## src/rtl/arc4_crack_ctrl_if.sv

```systemverilog
// rtl/arc4_crack_ctrl_if.sv - signal bundle between the key-search controller, arc4, pt_mem and the top level
//
// Groups every controller signal except clk/rst.
//   master : the controller (drives rdy/key_out/key_valid, a4_en/a4_key, muxed pt_* bus)
//   slave  : the surroundings (top level en, arc4 status and pt_mem port, pt_mem read data)
interface arc4_crack_ctrl_if;
  logic        en;
  logic        rdy;
  logic [23:0] key_out;
  logic        key_valid;
  logic        a4_en;
  logic        a4_rdy;
  logic [23:0] a4_key;
  logic [7:0]  a4_pt_addr;
  logic [7:0]  a4_pt_wrdata;
  logic        a4_pt_wren;
  logic [7:0]  pt_addr;
  logic [7:0]  pt_wrdata;
  logic        pt_wren;
  logic [7:0]  pt_rddata;

  modport master (
    input  en, a4_rdy, a4_pt_addr, a4_pt_wrdata, a4_pt_wren, pt_rddata,
    output rdy, key_out, key_valid, a4_en, a4_key, pt_addr, pt_wrdata, pt_wren
  );

  modport slave (
    output en, a4_rdy, a4_pt_addr, a4_pt_wrdata, a4_pt_wren, pt_rddata,
    input  rdy, key_out, key_valid, a4_en, a4_key, pt_addr, pt_wrdata, pt_wren
  );
endinterface

```

## src/rtl/arc4_crack_ctrl.sv

```systemverilog
// rtl/arc4_crack_ctrl.sv - arc4 key-search controller with printable-plaintext check
//
// Steps candidate keys KEY_START, KEY_START+KEY_STEP, ... up to KEY_END, launches arc4 for
// each, then takes pt_mem over and scans the length-prefixed plaintext for bytes 8'h20..8'h7E.
// Stops on the first fully printable message or when the range runs out.
//
// Ports:
//   clk, rst          : clock, asynchronous active-high reset
//   bus.en / bus.rdy  : start request, honoured while rdy=1 (idle or done)
//   bus.key_out       : last key tried, the found key when key_valid=1
//   bus.key_valid     : key_out decrypts to printable text
//   bus.a4_en/a4_key  : one-cycle arc4 start pulse and the candidate key
//   bus.a4_rdy        : arc4 ready
//   bus.a4_pt_*       : arc4's pt_mem port, forwarded while arc4 runs
//   bus.pt_*          : muxed pt_mem port, pt_rddata valid one cycle after pt_addr
//
// Optional: define CRACK_EARLY_ABORT_EN to reject a key at its first non-printable byte
// instead of always scanning the whole message.
module arc4_crack_ctrl #(
  parameter logic [23:0] KEY_START = 24'h000000,
  parameter logic [23:0] KEY_END   = 24'hFFFFFF,
  parameter logic [23:0] KEY_STEP  = 24'd1
) (
  input  logic               clk,
  input  logic               rst,
  arc4_crack_ctrl_if.master  bus
);

`ifdef CRACK_EARLY_ABORT_EN
  localparam bit EARLY_ABORT = 1'b1;
`else
  localparam bit EARLY_ABORT = 1'b0;
`endif

  typedef enum logic [3:0] {
    IDLE, LAUNCH, SETTLE, RUN, RDLEN, CHKLEN, RDCHR, CHKCHR, NEXT, DONE
  } state_t;

  state_t      state;
  logic [23:0] cur_key;
  logic [7:0]  len;
  logic [7:0]  idx;
  logic        bad;

  logic [24:0] next_key;
  logic        chr_ok;
  logic        a4_owns_pt;

  // 25-bit sum so the range check can never be fooled by a 24-bit wrap.
  assign next_key   = {1'b0, cur_key} + {1'b0, KEY_STEP};
  assign chr_ok     = (bus.pt_rddata >= 8'h20) && (bus.pt_rddata <= 8'h7E);
  assign a4_owns_pt = (state == LAUNCH) || (state == SETTLE) || (state == RUN);

  assign bus.pt_addr   = a4_owns_pt ? bus.a4_pt_addr   : ((state == RDLEN) ? 8'd0 : idx);
  assign bus.pt_wrdata = a4_owns_pt ? bus.a4_pt_wrdata : 8'd0;
  assign bus.pt_wren   = a4_owns_pt ? bus.a4_pt_wren   : 1'b0;

  always_ff @(posedge clk or posedge rst) begin
    if (rst) begin
      state         <= IDLE;
      bus.rdy       <= 1'b1;
      bus.key_valid <= 1'b0;
      bus.key_out   <= KEY_START;
      bus.a4_en     <= 1'b0;
      bus.a4_key    <= KEY_START;
      cur_key       <= KEY_START;
      len           <= 8'd0;
      idx           <= 8'd0;
      bad           <= 1'b0;
    end else begin
      case (state)
        IDLE, DONE: begin
          if (bus.en) begin
            state         <= LAUNCH;
            bus.rdy       <= 1'b0;
            bus.key_valid <= 1'b0;
            cur_key       <= KEY_START;
          end
        end
        LAUNCH: begin
          if (bus.a4_rdy) begin
            bus.a4_en  <= 1'b1;
            bus.a4_key <= cur_key;
            state      <= SETTLE;
          end
        end
        // arc4 only drops a4_rdy after it has seen the pulse, so skip one cycle.
        SETTLE: begin
          bus.a4_en <= 1'b0;
          state     <= RUN;
        end
        RUN: begin
          if (bus.a4_rdy) state <= RDLEN;
        end
        RDLEN: state <= CHKLEN;
        CHKLEN: begin
          len <= bus.pt_rddata;
          idx <= 8'd1;
          bad <= 1'b0;
          if (bus.pt_rddata == 8'd0) begin
            bus.key_out   <= cur_key;
            bus.key_valid <= 1'b1;
            bus.rdy       <= 1'b1;
            state         <= DONE;
          end else begin
            state <= RDCHR;
          end
        end
        RDCHR: state <= CHKCHR;
        CHKCHR: begin
          if (!chr_ok) bad <= 1'b1;
          if (!chr_ok && EARLY_ABORT) begin
            state <= NEXT;
          end else if (idx == len) begin
            // bad is sticky from earlier bytes; chr_ok covers the final byte.
            if (bad || !chr_ok) begin
              state <= NEXT;
            end else begin
              bus.key_out   <= cur_key;
              bus.key_valid <= 1'b1;
              bus.rdy       <= 1'b1;
              state         <= DONE;
            end
          end else begin
            idx   <= idx + 8'd1;
            state <= RDCHR;
          end
        end
        NEXT: begin
          bus.key_out <= cur_key;
          if (next_key > {1'b0, KEY_END}) begin
            bus.key_valid <= 1'b0;
            bus.rdy       <= 1'b1;
            state         <= DONE;
          end else begin
            cur_key <= next_key[23:0];
            state   <= LAUNCH;
          end
        end
        default: begin
          bus.rdy <= 1'b1;
          state   <= IDLE;
        end
      endcase
    end
  end

endmodule
```

## src/flat_wrapper.sv

```systemverilog
// flat-port wrapper written by rule: the top's interface ports become plain ports
module arc4_crack_ctrl_flat 
#(
  parameter logic [23:0] KEY_START = 24'h000000,
  parameter logic [23:0] KEY_END   = 24'hFFFFFF,
  parameter logic [23:0] KEY_STEP  = 24'd1
)
  (clk, rst, bus_en, bus_a4_rdy, bus_a4_pt_addr, bus_a4_pt_wrdata, bus_a4_pt_wren, bus_pt_rddata, bus_rdy, bus_key_out, bus_key_valid, bus_a4_en, bus_a4_key, bus_pt_addr, bus_pt_wrdata, bus_pt_wren);
  arc4_crack_ctrl_if bus_i ();
  input  logic clk;
  input  logic rst;
  input wire logic [$bits(bus_i.en)-1:0] bus_en;
  input wire logic [$bits(bus_i.a4_rdy)-1:0] bus_a4_rdy;
  input wire logic [$bits(bus_i.a4_pt_addr)-1:0] bus_a4_pt_addr;
  input wire logic [$bits(bus_i.a4_pt_wrdata)-1:0] bus_a4_pt_wrdata;
  input wire logic [$bits(bus_i.a4_pt_wren)-1:0] bus_a4_pt_wren;
  input wire logic [$bits(bus_i.pt_rddata)-1:0] bus_pt_rddata;
  output wire logic [$bits(bus_i.rdy)-1:0] bus_rdy;
  output wire logic [$bits(bus_i.key_out)-1:0] bus_key_out;
  output wire logic [$bits(bus_i.key_valid)-1:0] bus_key_valid;
  output wire logic [$bits(bus_i.a4_en)-1:0] bus_a4_en;
  output wire logic [$bits(bus_i.a4_key)-1:0] bus_a4_key;
  output wire logic [$bits(bus_i.pt_addr)-1:0] bus_pt_addr;
  output wire logic [$bits(bus_i.pt_wrdata)-1:0] bus_pt_wrdata;
  output wire logic [$bits(bus_i.pt_wren)-1:0] bus_pt_wren;
  assign bus_i.en = bus_en;
  assign bus_i.a4_rdy = bus_a4_rdy;
  assign bus_i.a4_pt_addr = bus_a4_pt_addr;
  assign bus_i.a4_pt_wrdata = bus_a4_pt_wrdata;
  assign bus_i.a4_pt_wren = bus_a4_pt_wren;
  assign bus_i.pt_rddata = bus_pt_rddata;
  assign bus_rdy = bus_i.rdy;
  assign bus_key_out = bus_i.key_out;
  assign bus_key_valid = bus_i.key_valid;
  assign bus_a4_en = bus_i.a4_en;
  assign bus_a4_key = bus_i.a4_key;
  assign bus_pt_addr = bus_i.pt_addr;
  assign bus_pt_wrdata = bus_i.pt_wrdata;
  assign bus_pt_wren = bus_i.pt_wren;
  arc4_crack_ctrl #(.KEY_START(KEY_START), .KEY_END(KEY_END), .KEY_STEP(KEY_STEP)) u_core (.clk(clk), .rst(rst), .bus(bus_i));
endmodule
```

## config.mk

```make
export PLATFORM = sky130hd
export DESIGN_NAME = arc4_crack_ctrl_flat
export DESIGN_NICKNAME = d
export VERILOG_FILES = /design/src/rtl/arc4_crack_ctrl_if.sv /design/src/rtl/arc4_crack_ctrl.sv /design/src/flat_wrapper.sv
export SDC_FILE = /design/constraint.sdc
export NUM_CORES = 1
export LEC_CHECK = 0
export CAP_MARGIN = 10
export CORE_MARGIN = 1.5
export CORE_UTILIZATION = 45
export CTS_BUF_LIST = sky130_fd_sc_hd__clkbuf_4 sky130_fd_sc_hd__clkbuf_8
export DETAILED_ROUTE_END_ITERATION = 6
export HOLD_SLACK_MARGIN = 0.15
export PLACE_DENSITY_LB_ADDON = 0.15
export SETUP_SLACK_MARGIN = 0.5
export SLEW_MARGIN = 20
export SYNTH_ARGS = -nofsm -noshare
export SYNTH_HDL_FRONTEND = slang
export SYNTH_SLANG_ARGS = --single-unit
```

## constraint.sdc

```tcl
create_clock -name clk -period 4.1 [get_ports clk]
set_input_delay 0.82 -clock clk [delete_from_list [all_inputs] [get_ports clk]]
set_output_delay 0.82 -clock clk [all_outputs]
set_load 0.05 [all_outputs]
```

==> reports/results.tsv <==
stage	metric	value	unit
global_routing	vias in the first global route	3918	
drt	1st-pass router iterations	5	
synth	Synth Area in Compound Gates	0.159	
clock_network	clk buf depth	2	
clock_network	clk slew on worst S/H paths	90	ps
timing	total negative slack	0	ps
clock_network	CTS buffer count	9	
timing	Final setup violation count	0	
drt	DRT antenna net count	0	
timing	Slew @ Worst Pin	1090	ps
floorplanning	Die W	109	um
outcome	status	complete, no violations	
worst_setup_path	critical path's slowest cell	clkdlybuf4s50_1	
floorplanning	IO Pins	97	
finish	FILL cells	963	
place	dpl hpwl	8.48	mm
finish	commonest non-fill, non-tap cells in the layout	clkdlybuf4s50_1, dfrtp_1, mux2_2	
timing	worst setup margin	750	ps
power	Leakage	2.56	nW
global_routing	first-pass GRT wire length	19.6	mm
clock_network	post-CTS sizing	0	
power	P per Cell Area	673	mW/mm2
clock_network	Clock Latency Late Sink	370	ps
worst_setup_path	CP required	3280	ps
floorplanning	die area	0.0118	mm2
floorplanning	Initial Util	0.463	
clock_network	root buffer cell	clkbuf_8	
clock_network	Sink Count	96	
timing	clock skew	5.68	ps
finish	Ant. Diodes	0	
place	Post-Place Worst Slack	776	ps
synth	prevailing post-synth register cell	dfrtp_1	
worst_setup_path	CP Capture Type	output pin	
worst_setup_path	crit-path cells	nor2_1, xnor2_1, nand2b_1, a22o_1, clkdlybuf4s50_1	
clock_network	H-tree depth	3	
finish	commonest non-fill, non-tap cell in the layout	clkdlybuf4s50_1	
finish	area grow syn2layout	24.4	%
drt	via count of the routed design	4097	
floorplanning	Die H	109	um
synth	syn avg cell area	10.2	um2
timing	FMAX	298	MHz
timing	Final Critical Period	3350	ps
synth	Synth Area in Adders	0.00944	
worst_setup_path	Critical Path AT	2530	ps
synth	Synth cell types	59	
power	maximum vdd drop	0.413	mV
global_routing	Overall Global Routing Usage	0.213	
synth	FF+latch count, synth	96	
drt	vias per cell	5.71	
worst_setup_path	WP buf/inv	1	
synth	simple-gate portion of the synthesized area	0.159	
place	I/O Buffers	96	
worst_setup_path	Max stage delay on crit path	790	ps
worst_setup_path	largest fanout on the critical path	22	
drt	Starting DRT DRC Count	329	
finish	Layout Utilization	0.576	
global_routing	initial antenna violation count	0	
floorplanning	FP Rows	38	
synth	FFs w/ async S/R, synth	1.00	
synth	XOR/XNOR Fraction of Synth Area	0.0296	
drt	number of remaining DRC errors	0	
worst_setup_path	crit path kind	reg -> out	
synth	EDFF count, synth	0	
synth	mux cell area share after synthesis	0.121	
timing	RSZ-0062 raised after global routing	false	
job	Max Cap Violations	0	
timing	Fin. Hold Viols	0	
synth	Cell Area, Synth	0.00504	mm2
clock_network	# Post-CTS Setup Buffers	0	
worst_setup_path	critical path's top delay family	buffers and inverters	
worst_setup_path	CP Launch Type	register	
finish	fin nets	604	
timing	Slew Limit Fails	0	
floorplanning	Placeable Area	0.0109	mm2
drt	WL/cell	17.1	um
place	Final Wtd Congestion	0.874	
global_routing	GRT overflow	0	
global_routing	largest net degree at the start of global routing	65	
synth	largest family of logic cells by synthesized area	compound AO/OA/AOI/OAI gates	
clock_network	CTS tree	done	
synth	yosys warns	0	
drt	Total Wirelength	12.2	mm
synth	Syn Nets	525	
hold_path	Hold Crit Class	reg -> reg	
timing	period utilization	0.817	
synth	Post-Syn Instances	493	
timing	Worst slew margin	0.270	
synth	register area share after synthesis	0.477	
finish	fraction of layout cells with a size suffix above 1	0.154	
clock_network	Hold Buf Count CTS	0	
[layer usage]
layer  up-vias  part of all wire  track usage
li1       1954                 -            -
met1      1999              0.43        0.281
met2       134              0.49        0.350
met3        10             0.062       0.0478
met4         0             0.011       0.0667
met5         -                 0            0
[flip-flops by register name, summed over array words and instances (netlist names)]
| name | count |
|---|---|
| u_core.bus.a4_en | 1 |
| u_core.state | 4 |
| u_core.bus.key_valid | 1 |
| u_core.idx | 8 |
| u_core.bus.a4_key | 24 |
| u_core.bad | 1 |
| u_core.len | 8 |
| u_core.cur_key | 24 |
| u_core.bus.rdy | 1 |
| u_core.bus.key_out | 24 |
[cells by family after synthesis]
group | count (synthesis)
adder cells (fa/ha/maj) | 4
flip-flops | 96
buffers and inverters | 46
AND/OR/NAND/NOR | 156
multiplexers | 54
AO/OA/AOI/OAI | 120
XOR/XNOR | 17
[stage by stage]
step | hold WS [ps] | power [W] | area (um2) | cells
2_1_floorplan | 500 | 0.00292 | 5040 | 493
3_3_place_gp | 473 | 0.00357 | 6060 | 701
4_1_cts | 498 | 0.00426 | 6260 | 717
3_5_place_dp | 478 | 0.00360 | 6060 | 701
5_1_grt | 512 | 0.00444 | 6270 | 717
6_report | 493 | 0.00422 | 6270 | 717
[path summary, 6_finish.rpt]
path | endpoint | startpoint | cells past startpoint | slack, ps
hold / removal | u_core.bus.key_out[23] | u_core.bus.key_out[23] | 1 | 490
setup reg to reg | u_core.cur_key[15] | u_core.cur_key[2] | 8 | 850
min in group asynchronous | u_core.idx[0] | rst | 2 | 950
setup / recovery | bus_pt_addr[0] | u_core.state[1] | 5 | 750
max in group asynchronous | u_core.state[1] | rst | 3 | 2360
hold reg to reg | u_core.bus.key_out[23] | u_core.bus.key_out[23] | 1 | 490
[synthesized netlist by cell type (all sizes together) (2+ instances only)]
| library cell | n | share of area |
|---|---|---|
| ha | 3 | 0.0075 |
| nor2 | 37 | 0.028 |
| o311ai | 3 | 0.0052 |
| nand4 | 11 | 0.014 |
| nor4 | 7 | 0.0087 |
| a22o | 8 | 0.014 |
| mux2 | 54 | 0.12 |
| a21oi | 24 | 0.024 |
| o41ai | 2 | 0.0035 |
| o21ai | 34 | 0.034 |
| nand2b | 2 | 0.0025 |
| o2111ai | 2 | 0.0035 |
| and2 | 14 | 0.017 |
| clkbuf | 25 | 0.019 |
| xnor2 | 4 | 0.0070 |
| o211ai | 4 | 0.0060 |
| a32oi | 4 | 0.0070 |
| o22a | 3 | 0.0052 |
| buf | 12 | 0.020 |
| and3 | 11 | 0.014 |
| and4 | 2 | 0.0040 |
| nand2 | 36 | 0.027 |
| nor2b | 5 | 0.0062 |
| nand3 | 12 | 0.012 |
| o31ai | 15 | 0.022 |
| or3 | 2 | 0.0035 |
| nor3 | 9 | 0.0089 |
| dfrtp | 95 | 0.47 |
| inv | 9 | 0.0067 |
| xor2 | 13 | 0.023 |
| nor3b | 3 | 0.0045 |
| o22ai | 2 | 0.0025 |
| a31oi | 10 | 0.012 |
[power breakdown]
part           leakage [nW]  internal (W)  switching [W]
clock network         0.101      0.000313       0.000326
logic                  1.26      0.000794        0.00135
registers              1.20       0.00120       0.000236
[cell type report]
cell class                      instances  area (um2)  share of cell area
Multi-Input combinational cell        351        2420               0.386
Sequential cell                        96        2400               0.384
Timing Repair Buffer                  105        1030               0.164
Tap cell                              140         175              0.0279
Clock buffer                           11         151              0.0242
Clock inverter                          5        55.1             0.00878
Inverter                                9        36.3             0.00579
(Power assumes the default switching activity.)
